## src/rtl/semalock_master_if.sv

```systemverilog
// Bus port between semalock_master and the semaphore memory slave.
// Wishbone-style classic cycle: cyc/stb/we/adr/dat out, ack/dat in.
interface semalock_master_if;
    logic        cyc_o;
    logic        stb_o;
    logic        we_o;
    logic [13:0] adr_o;
    logic [31:0] dat_o;
    logic        ack_i;
    logic [31:0] dat_i;

    modport master (
        output cyc_o, stb_o, we_o, adr_o, dat_o,
        input  ack_i, dat_i
    );

    modport slave (
        input  cyc_o, stb_o, we_o, adr_o, dat_o,
        output ack_i, dat_i
    );
endinterface

```

## src/rtl/semalock_master.sv

```systemverilog
// Bus-master front end for the binary semaphore memory: write-then-readback
// lock/unlock with verification, exponential-backoff retry and ack watchdog.
module semalock_master #(
    parameter int unsigned MAX_TRIES    = 16,
    parameter int unsigned BACKOFF_INIT = 4,
    parameter int unsigned BACKOFF_MAX  = 256,
    parameter int unsigned ACK_TIMEOUT  = 64
) (
    input  logic        clk_i,
    input  logic        rst_ni,
    input  logic        req_i,
    input  logic        op_i,
    input  logic [9:0]  sem_i,
    input  logic [23:0] key_i,
    input  logic        abort_i,
    output logic        busy_o,
    output logic        done_o,
    output logic        ok_o,
    output logic        err_o,
    output logic [7:0]  tries_o,
    semalock_master_if.master bus
);

    localparam int unsigned BW = $clog2(BACKOFF_MAX) + 1;
    localparam int unsigned WW = $clog2(ACK_TIMEOUT + 1);

    localparam logic [BW-1:0] BO_INIT = BW'(BACKOFF_INIT);
    localparam logic [BW-1:0] BO_MAX  = BW'(BACKOFF_MAX);
    localparam logic [BW-1:0] BO_HALF = BW'(BACKOFF_MAX / 2);
    localparam logic [WW-1:0] WD_LAST = WW'(ACK_TIMEOUT - 1);
    localparam bit            FOREVER = (MAX_TRIES == 0);

    typedef enum logic [2:0] {
        S_IDLE,
        S_WR,
        S_GAP,
        S_RD,
        S_CHK,
        S_BACKOFF,
        S_DONE
    } state_e;

    state_e state_q, state_d;

    logic          op_q;
    logic [9:0]    sem_q;
    logic [23:0]   key_q;
    logic [7:0]    tries_q;
    logic [BW-1:0] bo_q;
    logic [BW-1:0] bo_cnt_q;
    logic [WW-1:0] wd_q;
    logic [31:0]   rdat_q;
    logic          ok_q;
    logic          err_q;

    logic capture;
    logic wr_ack;
    logic rd_ack;
    logic bo_load;
    logic bo_dec;
    logic wd_clr;
    logic wd_inc;
    logic set_res;
    logic res_ok;
    logic res_err;
    logic lock_hit;
    logic unlock_hit;
    logic out_of_tries;

    assign lock_hit     = (rdat_q[23:0] == key_q);
    assign unlock_hit   = (rdat_q == 32'h0);
    assign out_of_tries = !FOREVER && (32'(tries_q) >= MAX_TRIES);

    always_comb begin
        state_d = state_q;
        capture = 1'b0;
        wr_ack  = 1'b0;
        rd_ack  = 1'b0;
        bo_load = 1'b0;
        bo_dec  = 1'b0;
        wd_clr  = 1'b0;
        wd_inc  = 1'b0;
        set_res = 1'b0;
        res_ok  = 1'b0;
        res_err = 1'b0;
        unique case (state_q)
            S_IDLE: begin
                if (req_i) begin
                    capture = 1'b1;
                    wd_clr  = 1'b1;
                    state_d = S_WR;
                end
            end
            S_WR: begin
                if (bus.ack_i) begin
                    wr_ack  = 1'b1;
                    wd_clr  = 1'b1;
                    state_d = S_GAP;
                end else if (wd_q == WD_LAST) begin
                    set_res = 1'b1;
                    res_err = 1'b1;
                    state_d = S_DONE;
                end else begin
                    wd_inc = 1'b1;
                end
            end
            // cyc low for one cycle so the slave sees its select drop
            S_GAP: begin
                wd_clr  = 1'b1;
                state_d = S_RD;
            end
            S_RD: begin
                if (bus.ack_i) begin
                    rd_ack  = 1'b1;
                    wd_clr  = 1'b1;
                    state_d = S_CHK;
                end else if (wd_q == WD_LAST) begin
                    set_res = 1'b1;
                    res_err = 1'b1;
                    state_d = S_DONE;
                end else begin
                    wd_inc = 1'b1;
                end
            end
            S_CHK: begin
                if (op_q) begin
                    set_res = 1'b1;
                    res_ok  = unlock_hit;
                    state_d = S_DONE;
                end else if (lock_hit) begin
                    set_res = 1'b1;
                    res_ok  = 1'b1;
                    state_d = S_DONE;
                end else if (out_of_tries) begin
                    set_res = 1'b1;
                    state_d = S_DONE;
                end else begin
                    bo_load = 1'b1;
                    state_d = S_BACKOFF;
                end
            end
            S_BACKOFF: begin
                if (abort_i) begin
                    set_res = 1'b1;
                    state_d = S_DONE;
                end else if (bo_cnt_q == '0) begin
                    wd_clr  = 1'b1;
                    state_d = S_WR;
                end else begin
                    bo_dec = 1'b1;
                end
            end
            S_DONE: begin
                state_d = S_IDLE;
            end
            default: begin
                state_d = S_IDLE;
            end
        endcase
    end

    always_ff @(posedge clk_i or negedge rst_ni) begin
        if (!rst_ni) begin
            state_q  <= S_IDLE;
            op_q     <= 1'b0;
            sem_q    <= '0;
            key_q    <= '0;
            tries_q  <= '0;
            bo_q     <= '0;
            bo_cnt_q <= '0;
            wd_q     <= '0;
            rdat_q   <= '0;
            ok_q     <= 1'b0;
            err_q    <= 1'b0;
        end else begin
            state_q <= state_d;
            if (capture) begin
                op_q    <= op_i;
                sem_q   <= sem_i;
                key_q   <= key_i;
                tries_q <= '0;
                bo_q    <= BO_INIT;
            end
            if (wr_ack && tries_q != 8'hFF) begin
                tries_q <= tries_q + 8'd1;
            end
            if (rd_ack) begin
                rdat_q <= bus.dat_i;
            end
            if (wd_clr) begin
                wd_q <= '0;
            end else if (wd_inc) begin
                wd_q <= wd_q + WW'(1);
            end
            // count runs backoff-1..0 so BACKOFF lasts exactly backoff cycles
            if (bo_load) begin
                bo_cnt_q <= bo_q - BW'(1);
                bo_q     <= (bo_q >= BO_HALF) ? BO_MAX : (bo_q << 1);
            end else if (bo_dec) begin
                bo_cnt_q <= bo_cnt_q - BW'(1);
            end
            if (set_res) begin
                ok_q  <= res_ok;
                err_q <= res_err;
            end
        end
    end

    logic in_cycle;
    assign in_cycle = (state_q == S_WR) || (state_q == S_RD);

    // Bus outputs decode straight from the state flop so reset drops them at once
    assign bus.cyc_o = in_cycle;
    assign bus.stb_o = in_cycle;
    assign bus.we_o  = (state_q == S_WR);
    assign bus.adr_o = in_cycle ? {1'b0, op_q, sem_q, 2'b00} : 14'h0;
    assign bus.dat_o = (state_q == S_WR) ? {8'h00, key_q} : 32'h0;

    assign busy_o  = (state_q != S_IDLE);
    assign done_o  = (state_q == S_DONE);
    assign ok_o    = ok_q;
    assign err_o   = err_q;
    assign tries_o = tries_q;

endmodule
```

## src/flat_wrapper.sv

```systemverilog
// flat-port wrapper written by rule: the top's interface ports become plain ports
module semalock_master_flat 
#(
    parameter int unsigned MAX_TRIES    = 16,
    parameter int unsigned BACKOFF_INIT = 4,
    parameter int unsigned BACKOFF_MAX  = 256,
    parameter int unsigned ACK_TIMEOUT  = 64
)
  (clk_i, rst_ni, req_i, op_i, sem_i, key_i, abort_i, busy_o, done_o, ok_o, err_o, tries_o, bus_cyc_o, bus_stb_o, bus_we_o, bus_adr_o, bus_dat_o, bus_ack_i, bus_dat_i);
  semalock_master_if bus_i ();
  input  logic clk_i;
  input  logic rst_ni;
  input  logic req_i;
  input  logic op_i;
  input  logic [9:0] sem_i;
  input  logic [23:0] key_i;
  input  logic abort_i;
  output logic busy_o;
  output logic done_o;
  output logic ok_o;
  output logic err_o;
  output logic [7:0] tries_o;
  output wire logic [$bits(bus_i.cyc_o)-1:0] bus_cyc_o;
  output wire logic [$bits(bus_i.stb_o)-1:0] bus_stb_o;
  output wire logic [$bits(bus_i.we_o)-1:0] bus_we_o;
  output wire logic [$bits(bus_i.adr_o)-1:0] bus_adr_o;
  output wire logic [$bits(bus_i.dat_o)-1:0] bus_dat_o;
  input wire logic [$bits(bus_i.ack_i)-1:0] bus_ack_i;
  input wire logic [$bits(bus_i.dat_i)-1:0] bus_dat_i;
  assign bus_cyc_o = bus_i.cyc_o;
  assign bus_stb_o = bus_i.stb_o;
  assign bus_we_o = bus_i.we_o;
  assign bus_adr_o = bus_i.adr_o;
  assign bus_dat_o = bus_i.dat_o;
  assign bus_i.ack_i = bus_ack_i;
  assign bus_i.dat_i = bus_dat_i;
  semalock_master #(.MAX_TRIES(MAX_TRIES), .BACKOFF_INIT(BACKOFF_INIT), .BACKOFF_MAX(BACKOFF_MAX), .ACK_TIMEOUT(ACK_TIMEOUT)) u_core (.clk_i(clk_i), .rst_ni(rst_ni), .req_i(req_i), .op_i(op_i), .sem_i(sem_i), .key_i(key_i), .abort_i(abort_i), .busy_o(busy_o), .done_o(done_o), .ok_o(ok_o), .err_o(err_o), .tries_o(tries_o), .bus(bus_i));
endmodule
```

## config.mk

```make
export PLATFORM = sky130hd
export DESIGN_NAME = semalock_master_flat
export DESIGN_NICKNAME = d
export VERILOG_FILES = /design/src/rtl/semalock_master_if.sv /design/src/rtl/semalock_master.sv /design/src/flat_wrapper.sv
export SDC_FILE = /design/constraint.sdc
export NUM_CORES = 1
export LEC_CHECK = 0
export BUFFER_PORTS_ARGS = -buffer_cell sky130_fd_sc_hd__clkbuf_2
export CORE_ASPECT_RATIO = 1.1
export CORE_MARGIN = 2
export CORE_UTILIZATION = 49
export CTS_CLUSTER_SIZE = 30
export DETAILED_ROUTE_END_ITERATION = 12
export MAX_ROUTING_LAYER = met4
export PLACE_DENSITY = 0.75
export SYNTH_ARGS = -nofsm -noshare
export SYNTH_HDL_FRONTEND = slang
export SYNTH_SLANG_ARGS = --single-unit
```

## constraint.sdc

```tcl
create_clock -name clk_i -period 5.55 [get_ports clk_i]
set_input_delay 0.8325 -clock clk_i [delete_from_list [all_inputs] [get_ports clk_i]]
set_output_delay 0.8325 -clock clk_i [all_outputs]
set_load 0.1 [all_outputs]
```

==> results list, run 1 <==
- The run finished with clean final reports.
* Mean instance size in the synthesized netlist: 9.69 sq um
- Initial drt markers: between 150 and 200
- Total detailed-routing wirelength: about 12 mm
- Final worst-path cycle share: between 60% and 70%
- Effective utilization at floorplan: roughly 50%
- Number of detailed-route iterations in the first pass: 4
- The via count of the first global-routing pass is 4,076.
- Max-slew violations: 0
- Global routing consumed, over all layers together, between 20% and 30% of the routing resources.
- Yosys warning total: 0
- In this run the static leakage power is approximately 3.1 nW.
- In this run the horizontal extent of the chip is between 100 and 150 um.
* Total via count after detailed routing: roughly 4,100
* Clock share of power: approximately 15%
- The die covers 11,500 sq um.
- Fraction of power consumed by combinational cells: 50.0%
- NetSw: between 0.002 and 0.0025 W
- STA classifies the critical path endpoint as a register.
- Post-layout power: slightly below 0.004 W
- Kind of start point of the critical path: register
- Sequential Power Share: a little over a third
- Arrival time worst endpoint: ~3.6 ns
* Post-synthesis instance area: approximately 5200 sq um
- The number of setup buffers added after CTS is 0.
- Class of the tightest hold or removal check: reg -> reg
* Most frequent cells in the layout: nand2_1, clkbuf_2, dfrtp_1
- Wire length of the first global-routing pass: ~20 mm
- The clock tree synthesis step divided the H-tree into 3 levels.
- Peak supply drop: 0.442 mV
* Highest fanout seen on the critical path: 28
- Synth-to-layout area growth: 17.7%
- The root buffer cell chosen for the clock tree is clkbuf_16.
* Kind of critical path: reg -> reg
- CTS tree: yes
* Power per cell area: approximately 650 nW/um^2
- Port Buffers: 121
- After clock tree synthesis, the clock-pin slew on the worst setup and hold paths is around 0.07 ns.
- Counting along the longest clock path gives a buffer depth of 2.
- Setup total negative slack on the finished layout was measured at 0 ns.
* Required time at the endpoint of the critical path: 5.73 ns
- Top-level I/O count: 133
- Entering global routing, the biggest net connects 68 pins.
- CTS Buf Count: 9
- The tool flagged a number of max-cap violations equal to 0.
* Die span in y: roughly 110 um
- Setup repair after global routing left no endpoint under its margin.
* Final Hold Vio Count: 0
- Share of layout cells above drive strength 1: about 28%
- Cell internal power was estimated by the tool at around 0.0019 W.
- Commonest non-fill, non-tap cell in the layout: nand2_1
- Grt ovf: 0
- The smallest clock period supported by the final layout is computed as 3.42 ns.
- Maximum clock skew at final layout: approximately 0.0078 ns
- Synthesis produced roughly 540 cells.
- In this run switching power makes up between 50 and 60% of total power.
- In the routed layout, each cell is associated on average with a via count of between 5 and 6.
- Placeable core region: approximately 10,000 sq um
- DP HPWL: slightly above 9 mm
- Portion of the post-synthesis area used by sequential elements: ~49%
- The initial antenna violation count was 0.
- Remaining antenna violation count: 0
- Gates resized during post-CTS repair numbered 0.
* Normalized max-slew margin: roughly 37%
- Setup violations, final: 0
- Post-synthesis register bit count: 103
* Clock sink total: 103
- After detailed routing, the number of remaining DRC violations is 0.
- The congestion estimate from routability-driven global placement came to 0.844.
- Post-CTS Hold Fix Bufs: 0
- Count of nets after finishing: 727
- The synthesized netlist contains 53 unique library cells.
* Antenna Diode Count: 0
- Dividing the detail-routed wire length by the instance count gives ~15 um.
* Upper clock frequency limit: a little under 300 MHz
* Clock network latency to the later pin of the worst-skew pair: 0.34 ns
* Row Count: 39
* Transition time of the tightest slew-check pin: ~0.94 ns
==> cell type report <==
| class | instances | area, sq um |
|---|---|---|
| fillers | 890 | 4250 |
| flip-flops and latches | 103 | 2580 |
| multi-input cells | 405 | 2440 |
| repair buffers | 125 | 638 |
| clock buffers | 9 | 225 |
| well taps | 143 | 179 |
| clock inverters | 7 | 55.1 |
| inverters | 7 | 26.3 |
==> routing by layer <==
layer	share of wire, %	track usage, %	vias to the layer above
met5	0	-	-
met4	1.6	7.02	0
met3	4.7	3.30	16
met2	51	36.6	105
met1	43	30.8	1977
li1	-	-	2006
==> sequential cells by signal, summed over array words and instances (netlist names), 3 cells and up <==
name             cells
u_core.key_q        24
u_core.bo_cnt_q      9
u_core.sem_q        10
u_core.state_q       3
u_core.rdat_q       32
u_core.wd_q          7
u_core.tries_o       8
u_core.bo_q          7
==> power by group through the flow <==
stage	registers (W)	logic (W)	clock network (W)
6_report	0.00139	0.00198	0.000595
5_1_grt	0.00144	0.00213	0.000640
4_1_cts	0.00139	0.00200	0.000607
3_5_place_dp	0.00140	0.00199	0
3_3_place_gp	0.00138	0.00196	0
2_1_floorplan	0.00133	0.00167	0
==> cell usage after synthesis, drive strengths merged <==
cell type	instances	share of area, %
nor4b	1	0.17
or4	2	0.29
nand2b	7	0.84
o21a	1	0.14
and2	36	4.3
o211ai	2	0.29
a211o	2	0.34
nand3	9	0.86
a31oi	3	0.65
inv	7	0.50
nor3b	1	0.36
o32ai	1	0.17
o31a	1	0.17
nand3b	1	0.14
nor3	10	1.1
ha	4	0.96
xnor2	8	1.3
nor2	24	1.8
or2	2	0.24
a21boi	1	0.14
nand4	5	0.60
a21oi	9	0.93
o31ai	1	0.14
buf	26	3.5
dfrtp	103	49
a211oi	1	0.14
nand2	131	9.4
or3	6	0.72
nor4	16	2.0
xor2	32	5.4
and3	6	0.72
o211a	1	0.19
o41ai	2	0.34
conb	1	0.072
a31o	2	0.34
o21ai	27	2.8
clkbuf	8	0.57
nor2b	3	0.36
mux2	32	6.9
mux2i	4	0.77
==> metrics by stage <==
| stage | instance area (sq um) | cells | utilization (%) | worst slack (ns) | hold slack, ns |
|---|---|---|---|---|---|
| 3_5_place_dp | 5870 | 783 | 56.4 | 2.14 | 0.454 |
| 5_1_grt | 6150 | 799 | 59.1 | 1.82 | 0.503 |
| 2_1_floorplan | 5260 | 549 | - | 2.05 | 0.437 |
| 4_1_cts | 6150 | 799 | 59.1 | 2.14 | 0.472 |
| 3_3_place_gp | 5870 | 783 | 56.4 | 2.19 | 0.450 |
| 6_report | 6150 | 799 | 59.1 | 2.13 | 0.468 |
==> worst max-delay path: stages (launching register included) <==
cell and delay [ns]:
dfrtp_1 0.53, or4_1 0.47, nor3_2 0.19, o211a_1 0.74, nand2b_1 0.20, ha_1 0.20, inv_1 0.10, or4_1 0.53
a211oi_1 0.24, a21oi_1 0.06
==> cell families (layout without fill, tap and decap cells) <==
group | after synthesis | in the layout | synth area share (%)
compound gates | 54 | 54 | 6.78
mux | 36 | 36 | 7.66
xor+xnor | 40 | 40 | 6.71
fa+ha+maj | 4 | 4 | 0.958
simple gates | 260 | 260 | 23.9
flops | 103 | 103 | 49.3
other cells | 1 | 11 | 0.0718
buf+inv | 41 | 148 | 4.57
==> final timing paths <==
check	from	endpoint	slack, ns	cells after the start
hold / removal	u_core.sem_q[3]	u_core.sem_q[3]	0.47	2
hold reg to reg	u_core.sem_q[3]	u_core.sem_q[3]	0.47	2
max in group asynchronous	rst_ni	u_core.key_q[7]	3.96	2
setup reg to reg	u_core.state_q[0]	u_core.bo_cnt_q[8]	2.13	9
min in group asynchronous	rst_ni	u_core.wd_q[5]	0.60	1
setup / recovery	u_core.state_q[0]	u_core.bo_cnt_q[8]	2.13	9
Note: power is estimated with default switching activity, not from simulation.
==> run 2: changes to the inputs <==
- CORE_UTILIZATION: 49 -> 48
- PLACE_DENSITY: 0.75 -> 0.76
- clock period: 5.55 -> 2.9 ns (I/O delays scaled with it)
==> results list, run 2 (synthesis gave the netlist of run 1 again) <==
- The number of buffers inserted by hold repair at cts came to 0 (unchanged).
* Element type at the critical path end: register
- The count of final max-slew check failures is 0 (unchanged).
- Kind of critical path: reg -> reg
* Arrival time worst endpoint: 3.10 ns (-0.50 ns)
- Highest fanout seen on the critical path: 6 (-79%)
- More flip-flops sit in one register than any other, and that register is u_core.rdat_q.
- Transition time of the tightest slew-check pin: 0.892 ns (-0.0466 ns)
* Run status: finished, final reports clean
- Die outline area: 11,700 sq um (+2.0%)
- The endpoint required time on the critical path is 3.17 ns (-2.56 ns).
- Placeable core region: 10,500 sq um (+0.94%)
* Grt ovf: 0 (unchanged)
- The clock net sink count came to 103 (unchanged).
* Clock network latency to the later pin of the worst-skew pair: 0.35 ns (about the same)
- The die span in x is 103 um (+1.0%).
- The largest stage delay on the critical path came to 0.56 ns (-0.18 ns).
* Peak supply drop: 0.781 mV (+77%)
- The total number of nets in the final design was 733 (+0.83%).
- Number of global-route vias before repair: 4,213 (+3.4%)
* Routability cong.: 0.825 (-2.3%)
- The post-CTS clock slew at the launch and capture registers of the worst setup and hold paths is 0.07 ns (about the same).
- The leakage dissipation was 3.10 nW (+1.7%).
- Remaining antenna violation count: 0 (unchanged)
- In the layout the commonest cells are nand2_1, clkbuf_2, dfrtp_1.
- The detailed-route wire length per cell came to 15.4 um (-0.15%).
- Master of the slowest instance on the critical path: or4_4
- Effective utilization at floorplan: 49.8% (-0.47 points)
- Maximum clock skew at final layout: 0.00737 ns (-0.000393 ns)
- CTS tree: yes
- The count of input and output buffers was 121 (unchanged).
- Upper clock frequency limit: 354 MHz (+21%)
* Commonest non-fill, non-tap cell in the layout: nand2_1
- Clock tree synthesis selected as its root buffer the cell clkbuf_16.
- The average vias per placed instance is 5.17 (+0.73%).
- Share of layout cells above drive strength 1: 29.7% (+1.5 points)
* Die span in y: 113 um (+1.0%)
* Total detailed-routing wirelength: 12.4 mm (+0.47%)
* Final worst-path cycle share: 97.4% (+36 points)
* Antenna Diode Count: 0 (unchanged)
- The wire length of the first global-routing pass came to 20.5 mm (+2.0%).
- Number of flip-flops in the largest register: 32 (unchanged)
* CTS Buf Count: 9 (unchanged)
* Cells traversed along the worst timing path: or4_4 -> nor3_4 -> o211a_1 -> nand2b_1 -> ha_2 -> inv_1 -> or4_4 -> nor3_2 -> a211oi_2 -> a21oi_1
* Worst path most repeated cell: or4_4
- The final HPWL from detailed placement was 9.00 mm (-0.54%).
- The final instance area came to 6260 sq um (+1.9%).
* Top-level I/O count: 133 (unchanged)
- Total number of H-tree levels: 3 (unchanged)
- Pin count of the biggest net entering global routing: 57 (-16%)
- The cell area reported after detailed placement came to 5910 sq um (+0.77%).
- Class of the tightest hold or removal check: in -> async
* Max clock buf depth: 2 (unchanged)
- Post-route DRC violation count: 0 (unchanged)
* Setup violations, final: 0 (unchanged)
- Number of detailed-route iterations in the first pass: 4 (unchanged)
- PnR worst setup slack: 0.0759 ns (-2.05 ns)
- Final min period: 2.82 ns (-0.597 ns)
- Power per cell area: 1250 nW/um^2 (+94%)
- Row Count: 39 (unchanged)
- The initial antenna violation count was 0 (unchanged).
- The worst setup path is launched from a register.
* Setup Slack @ Placement: 0.0638 ns (-2.08 ns)
- End-of-flow core utilization: 59.7% (+0.56 points)
* Hold Slack: 0.150 ns (-0.318 ns)
* Aggregate negative setup slack: 0 ns (unchanged)
* Initial drt markers: 263 (+68%)
- Synth-to-layout area growth: 19.9%
* Normalized max-slew margin: 40.4% (+3.0 points)
* Total via count after detailed routing: 4,160 (+1.4%)
- Registers with the most flip-flops: u_core.rdat_q x32, u_core.key_q x24, u_core.sem_q x10
* Number of filler instances in the final layout: 885 (-0.56%)
- The final hold violation count was 0 (unchanged).
* Number of max-cap violations: 0 (unchanged)
- Tot GR Track Use: 23.0% (-0.065 points)
## run 2: cell count changes in the layout (fill, tap and decap cells not counted), sizes merged
| cell | change |
|---|---|
| buf | +6 |
| bufinv | +2 |
| inv | -2 |
| clkbuf | +1 |
| clkinv | -1 |
| clkinvlp | -1 |
## run 2: layout make-up
cell class                 count  area (sq um)  area share, %
multi-input combinational    405          2470           39.5
timing repair buffer         131           696           11.1
clock inverter                 5          81.3           1.30
inverter                       7          26.3          0.420
tap                          143           179           2.86
sequential                   103          2580           41.2
clock buffer                  10           229           3.66
## run 2: layer usage
layer,global-route usage (%),wire length [um],vias up
met5,-,0,-
met4,8.68,275,0
li1,-,-,2011
met3,3.80,799,21
met2,36.6,6090,142
met1,29.6,5190,1986
## run 2: worst paths after layout
path                                    from                 end  slack (ns)  depth (start not counted)
max in group asynchronous             rst_ni   u_core.rdat_q[17]        2.04                          2
hold reg to reg              u_core.sem_q[6]     u_core.sem_q[6]        0.47                          2
setup reg to reg           u_core.tries_o[4]  u_core.bo_cnt_q[8]        0.08                         10
min in group clk_i                  key_i[5]     u_core.key_q[5]        0.27                          3
setup / recovery           u_core.tries_o[4]  u_core.bo_cnt_q[8]        0.08                         10
hold / removal                        rst_ni   u_core.tries_o[2]        0.15                          1
## run 2: timing repair
action | 4_1_cts | 5_1_grt
gates resized for setup | 0 | 6
setup buffers | 0 | 2
endpoints found under the setup margin | 0 | 1
## run 2: through the flow
step           total power [W]  std cells
5_1_grt                0.00827        804
2_1_floorplan          0.00575        549
6_report               0.00783        804
3_3_place_gp           0.00639        787
3_5_place_dp           0.00653        787
4_1_cts                0.00782        802
## run 2: where the power goes
| group | leakage [nW] | switching, W | total (W) | internal, W |
|---|---|---|---|---|
| Combinational | 1.67 | 0.00284 | 0.00394 | 0.00110 |
| Sequential | 1.29 | 0.000584 | 0.00262 | 0.00203 |
| Clock | 0.149 | 0.000522 | 0.00128 | 0.000753 |
## run 2: worst max-delay path, delay by kind of cell, from the launching register on
kind | cells | cell delay (ns)
AOI/OAI and AO/OA | 3 | 0.42
DFF | 1 | 0.43
buffers and inverters | 1 | 0.09
adders and majority gates | 1 | 0.20
and+or+nand+nor | 5 | 1.60
